**src/rtl/comparador_serial_izq_der_if.sv**
```systemverilog
// Handshake and operand bundle for the MSB-first serial magnitude comparator.
// The requester (master) drives start and the operands; the comparator (slave)
// returns status, the one-hot relation flags and the number of bits examined.
interface comparador_serial_izq_der_if #(
  parameter int WIDTH = 8
);
  localparam int CW = $clog2(WIDTH + 1);

  logic             start;
  logic [WIDTH-1:0] A;
  logic [WIDTH-1:0] B;
  logic             busy;
  logic             valid;
  logic             menor;
  logic             igual;
  logic             mayor;
  logic [CW-1:0]    ciclos;

  modport master (
    output start, A, B,
    input  busy, valid, menor, igual, mayor, ciclos
  );

  modport slave (
    input  start, A, B,
    output busy, valid, menor, igual, mayor, ciclos
  );
endinterface

```
**src/rtl/comparador_serial_izq_der.sv**
```systemverilog
// Bit-serial unsigned magnitude comparator scanning from MSB to LSB.
// Operands are captured on an accepted start and one bit pair is examined per
// clock. The first differing bit decides the relation for good; with
// EARLY_EXIT the scan stops there, otherwise all WIDTH bits are walked so the
// latency is constant. Results stay on the flags until the next accepted start.
module comparador_serial_izq_der #(
  parameter int WIDTH      = 8,
  parameter int EARLY_EXIT = 1
) (
  input  logic                         clk,
  input  logic                         rst,
  comparador_serial_izq_der_if.slave   bus
);

  localparam int             CW       = $clog2(WIDTH + 1);
  localparam logic [CW-1:0]  CNT_ONE  = CW'(1);
  localparam logic [CW-1:0]  CNT_LAST = CW'(WIDTH - 1);

  typedef enum logic [1:0] {
    ST_IDLE    = 2'd0,
    ST_COMPARE = 2'd1,
    ST_DONE    = 2'd2
  } state_t;

  typedef enum logic [1:0] {
    REL_EQ = 2'd0,
    REL_LT = 2'd1,
    REL_GT = 2'd2
  } rel_t;

  state_t           state_r;
  rel_t             rel_r;
  logic [WIDTH-1:0] a_sh_r;
  logic [WIDTH-1:0] b_sh_r;
  logic [CW-1:0]    cnt_r;

  logic             a_bit_s;
  logic             b_bit_s;
  logic             differ_s;
  rel_t             rel_next_s;
  logic             finish_s;

  // Current MSB pair, relation after this bit and whether the scan ends now.
  always_comb begin
    a_bit_s    = a_sh_r[WIDTH-1];
    b_bit_s    = b_sh_r[WIDTH-1];
    differ_s   = a_bit_s ^ b_bit_s;
    rel_next_s = rel_r;
    if ((rel_r == REL_EQ) && differ_s) begin
      rel_next_s = a_bit_s ? REL_GT : REL_LT;
    end else begin
      rel_next_s = rel_r;
    end
    if (cnt_r == CNT_LAST) begin
      finish_s = 1'b1;
    end else if ((EARLY_EXIT != 0) && differ_s && (rel_r == REL_EQ)) begin
      finish_s = 1'b1;
    end else begin
      finish_s = 1'b0;
    end
  end

  // Control FSM with datapath shift registers and registered handshake outputs.
  always_ff @(posedge clk) begin
    if (rst) begin
      state_r    <= ST_IDLE;
      rel_r      <= REL_EQ;
      a_sh_r     <= '0;
      b_sh_r     <= '0;
      cnt_r      <= '0;
      bus.busy   <= 1'b0;
      bus.valid  <= 1'b0;
      bus.menor  <= 1'b0;
      bus.igual  <= 1'b0;
      bus.mayor  <= 1'b0;
      bus.ciclos <= '0;
    end else begin
      bus.valid <= 1'b0;
      case (state_r)
        ST_IDLE, ST_DONE: begin
          if (bus.start) begin
            a_sh_r    <= bus.A;
            b_sh_r    <= bus.B;
            cnt_r     <= '0;
            rel_r     <= REL_EQ;
            bus.menor <= 1'b0;
            bus.igual <= 1'b0;
            bus.mayor <= 1'b0;
            bus.busy  <= 1'b1;
            state_r   <= ST_COMPARE;
          end else begin
            bus.busy  <= 1'b0;
            state_r   <= ST_IDLE;
          end
        end
        ST_COMPARE: begin
          a_sh_r <= {a_sh_r[WIDTH-2:0], 1'b0};
          b_sh_r <= {b_sh_r[WIDTH-2:0], 1'b0};
          cnt_r  <= cnt_r + CNT_ONE;
          rel_r  <= rel_next_s;
          if (finish_s) begin
            bus.menor  <= (rel_next_s == REL_LT);
            bus.igual  <= (rel_next_s == REL_EQ);
            bus.mayor  <= (rel_next_s == REL_GT);
            bus.ciclos <= cnt_r + CNT_ONE;
            bus.valid  <= 1'b1;
            bus.busy   <= 1'b0;
            state_r    <= ST_DONE;
          end else begin
            bus.busy   <= 1'b1;
            state_r    <= ST_COMPARE;
          end
        end
        default: begin
          bus.busy <= 1'b0;
          state_r  <= ST_IDLE;
        end
      endcase
    end
  end

endmodule
```
**src/flat_wrapper.sv**
```systemverilog
// flat-port wrapper written by rule: the top's interface ports become plain ports
module comparador_serial_izq_der_flat 
#(
  parameter int WIDTH      = 8,
  parameter int EARLY_EXIT = 1
)
  (clk, rst, bus_start, bus_A, bus_B, bus_busy, bus_valid, bus_menor, bus_igual, bus_mayor, bus_ciclos);
  comparador_serial_izq_der_if #(.WIDTH(WIDTH)) bus_i ();
  input  logic clk;
  input  logic rst;
  input wire logic [$bits(bus_i.start)-1:0] bus_start;
  input wire logic [$bits(bus_i.A)-1:0] bus_A;
  input wire logic [$bits(bus_i.B)-1:0] bus_B;
  output wire logic [$bits(bus_i.busy)-1:0] bus_busy;
  output wire logic [$bits(bus_i.valid)-1:0] bus_valid;
  output wire logic [$bits(bus_i.menor)-1:0] bus_menor;
  output wire logic [$bits(bus_i.igual)-1:0] bus_igual;
  output wire logic [$bits(bus_i.mayor)-1:0] bus_mayor;
  output wire logic [$bits(bus_i.ciclos)-1:0] bus_ciclos;
  assign bus_i.start = bus_start;
  assign bus_i.A = bus_A;
  assign bus_i.B = bus_B;
  assign bus_busy = bus_i.busy;
  assign bus_valid = bus_i.valid;
  assign bus_menor = bus_i.menor;
  assign bus_igual = bus_i.igual;
  assign bus_mayor = bus_i.mayor;
  assign bus_ciclos = bus_i.ciclos;
  comparador_serial_izq_der #(.WIDTH(WIDTH), .EARLY_EXIT(EARLY_EXIT)) u_core (.clk(clk), .rst(rst), .bus(bus_i));
endmodule
```
**config.mk**
```make
export PLATFORM = sky130hd
export DESIGN_NAME = comparador_serial_izq_der_flat
export DESIGN_NICKNAME = d
export VERILOG_FILES = /design/src/rtl/comparador_serial_izq_der_if.sv /design/src/rtl/comparador_serial_izq_der.sv /design/src/flat_wrapper.sv
export SDC_FILE = /design/constraint.sdc
export NUM_CORES = 1
export LEC_CHECK = 0
export ABC_AREA = 1
export CORE_MARGIN = 2
export CORE_UTILIZATION = 30
export CTS_CLUSTER_DIAMETER = 30
export DETAILED_ROUTE_END_ITERATION = 6
export DONT_BUFFER_PORTS = 1
export SYNTH_ARGS = -nofsm -noshare
export SYNTH_HDL_FRONTEND = slang
export SYNTH_SLANG_ARGS = --single-unit
```
**constraint.sdc**
```tcl
create_clock -name clk -period 1.8 [get_ports clk]
set_input_delay 0.36 -clock clk [delete_from_list [all_inputs] [get_ports clk]]
set_output_delay 0.36 -clock clk [all_outputs]
set_load 0.05 [all_outputs]
```
==> results.yml <==
status:
  outcome: "finished, final reports clean"
yosys:
  synth_top_area_cell: "dfxtp_1"
  synthCells: 184
  ys_ff_latch: 32
  synth.cell_area_um2: 1420
  synth_area_leaders: "dfxtp_1, nor2_1, nand2_1, nor3_2, o21ai_0"
  synth_cell_types: 23
  yosys_warnings: 0
  syn_nets: 204
  post_synth.cell_area_avg_um2: 7.69
  ys_seq_area_frac: 0.453
  synthDominantCellAreaShare: 0.453
layout:
  final_layout_size_suffix_gt1_frac: 0.151
  syn_to_final_growth_pct: 7.52
  fin_nets: 205
  n_antenna_cell: 0
timing:
  fmax_mhz: 702
  slew_viol_final: 0
  setup_ws_ns: 0.375
  worstMarginPinSlew_ns: 0.520
  min_period_over_period: 0.792
  hold_viol: 0
  rsz0062_at_grt: "no"
  fin_crit_ns: 1.43
  slew_headroom: 0.653
  skew_ns: 0.00642
  setup_tns_ns: 0
  setup_viol: 0
clock_network:
  cts_made_buffers: 5
  clockRootBuffer: "clkbuf_8"
  cts_tree: "done"
  post-cts-setup-buffers: 0
  clkTransAtPathRegs_ns: 0.06
  numClockSinks: 32
  cts-resized-gates: 0
  cts_max_path_buffers: 2
  hold_buffers: 0
  htreeDepth: 2
  clock_latency_ns: 0.29
die:
  die_y_um: 72.7
  start_util: 0.318
  row_count: 24
  dieArea_um2: 5280
  boundaryPins: 28
  die_x_um: 72.7
  core_um2: 4440
global_routing:
  antenna_found_initial: 0
  grt_max_degree: 23
  grt_pass1_vias: 1065
  grt-ovfl-total: 0
  grt_use_total: 0.120
  grt_pass1_wl_mm: 4.73
place:
  pre_cts_ws_ns: 0.341
  io_buffers: 0
  gp_congestion: 0.837
  dp_hpwl_mm: 2.06
critical_path:
  crit_required_ns: 2.00
  cp.arrival_ns: 1.63
  endpoint_kind: "flop"
  critPathKind: "flop to flop"
  crit_path_max_fanout: 20
  crit_path_start_kind: "flop"
route:
  drt_iter0_drc: 69
  drt_wl_total_mm: 2.84
  post_drt_wl_per_cell_um: 11.9
  vias: 1138
  via_per_inst: 4.78
  drc: 0
  ant_nets: 0
  first_pass_iters: 4
power_and_ir_drop:
  leakage_nw: 0.641
  p_per_area_nw_per_um2: 1090
  peakVddDrop_mv: 0.291
worst_hold_path:
  hold_path.class: "input pin to flop"
run:
  drv_cap: 0
-- metrics by stage --
stage	cells	util	hold WS [ns]	instance area, um2	power, mW
4_1_cts	238	0.342	0.118	1520	1.68
2_1_floorplan	184	-	0.436	1420	1.08
3_5_place_dp	230	0.322	0.427	1430	1.11
3_3_place_gp	230	0.322	0.426	1430	1.11
5_1_grt	238	0.342	0.117	1520	1.75
6_report	238	0.342	0.125	1520	1.66
-- cell usage in the layout, fill, tap and decap left out, types with 2 or more instances in the layout --
master and n:
clkbuf_8 6, a21oi_1 9, inv_2 4, xor2_1 2
buf_4 2, nand2_1 29, inv_1 11, nor2_1 36
dfxtp_1 32, nand3_1 15, nor3_1 3, clkbuf_1 2
a211oi_1 2, nor3_2 9, o21ai_0 16
-- worst max-delay path, cell delays in order (launching register included) --
cell	delay [ns]
dfxtp_1	0.34
nor2_1	0.24
inv_2	0.22
nand2_4	0.21
inv_2	0.11
a211oi_1	0.22
-- synthesized netlist by cell type --
master	n
a211oi_1	2
a21oi_1	9
a21oi_2	1
buf_2	3
buf_6	4
clkbuf_1	1
dfxtp_1	32
ha_1	1
inv_1	11
inv_2	4
inv_4	1
nand2_1	29
nand2_2	1
nand2_4	1
nand3_1	15
nand3_2	1
nor2_1	36
nor2_2	1
nor2_4	1
nor3_1	3
nor3_2	9
o21ai_0	16
xor2_1	2
-- registers in the layout, indices dropped and copies added (netlist names) --
register / flops
u_core.b_sh_r: 8
u_core.cnt_r: 4
u_core.rel_r: 2
u_core.bus.menor: 1
u_core.state_r: 2
u_core.bus.valid: 1
u_core.bus.ciclos: 4
u_core.bus.mayor: 1
u_core.bus.igual: 1
u_core.a_sh_r: 8
-- power breakdown --
| part | internal (mW) | total (mW) | switching (mW) |
|---|---|---|---|
| logic | 0.0812 | 0.246 | 0.165 |
| clock network | 0.311 | 0.569 | 0.257 |
| registers | 0.770 | 0.843 | 0.0735 |
-- area by class of cell --
| class | instances | area [um2] |
|---|---|---|
| clock buffer | 8 | 90.1 |
| fill | 475 | 2920 |
| inverter | 16 | 62.6 |
| tap | 52 | 65.1 |
| timing repair buffer | 2 | 15.0 |
| sequential | 32 | 641 |
| multi-input combinational | 128 | 648 |
-- routing by layer --
metal,GRT usage,wire (um),part of all wire,vias to the layer above
met5,0,0,0,-
met4,0.0741,83,0.029,0
met3,0.0649,216,0.076,6
met2,0.180,1270,0.45,19
met1,0.133,1270,0.45,519
li1,-,-,-,594
-- worst paths after layout --
check / startpoint / slack (ns) / to / cells after the start
worst max-delay path: u_core.state_r[0] / 0.37 / u_core.b_sh_r[7] / 5
worst min-delay path: rst / 0.12 / u_core.state_r[0] / 1
worst min register to register: u_core.cnt_r[3] / 0.46 / u_core.cnt_r[3] / 2
worst max register to register: u_core.state_r[0] / 0.37 / u_core.b_sh_r[7] / 5
-- logic make-up (layout without fill, tap and decap cells) --
| kind of cell | count (synthesis) | in the layout | share of synthesized area |
|---|---|---|---|
| AOI/OAI and AO/OA | 28 | 28 | 0.105 |
| buffers and inverters | 24 | 26 | 0.0893 |
| xor gates and xnor gates | 2 | 2 | 0.0124 |
| adders and majority gates | 1 | 1 | 0.00884 |
| DFF | 32 | 32 | 0.453 |
| and+or+nand+nor | 97 | 97 | 0.332 |
(Power assumes the default switching activity.)
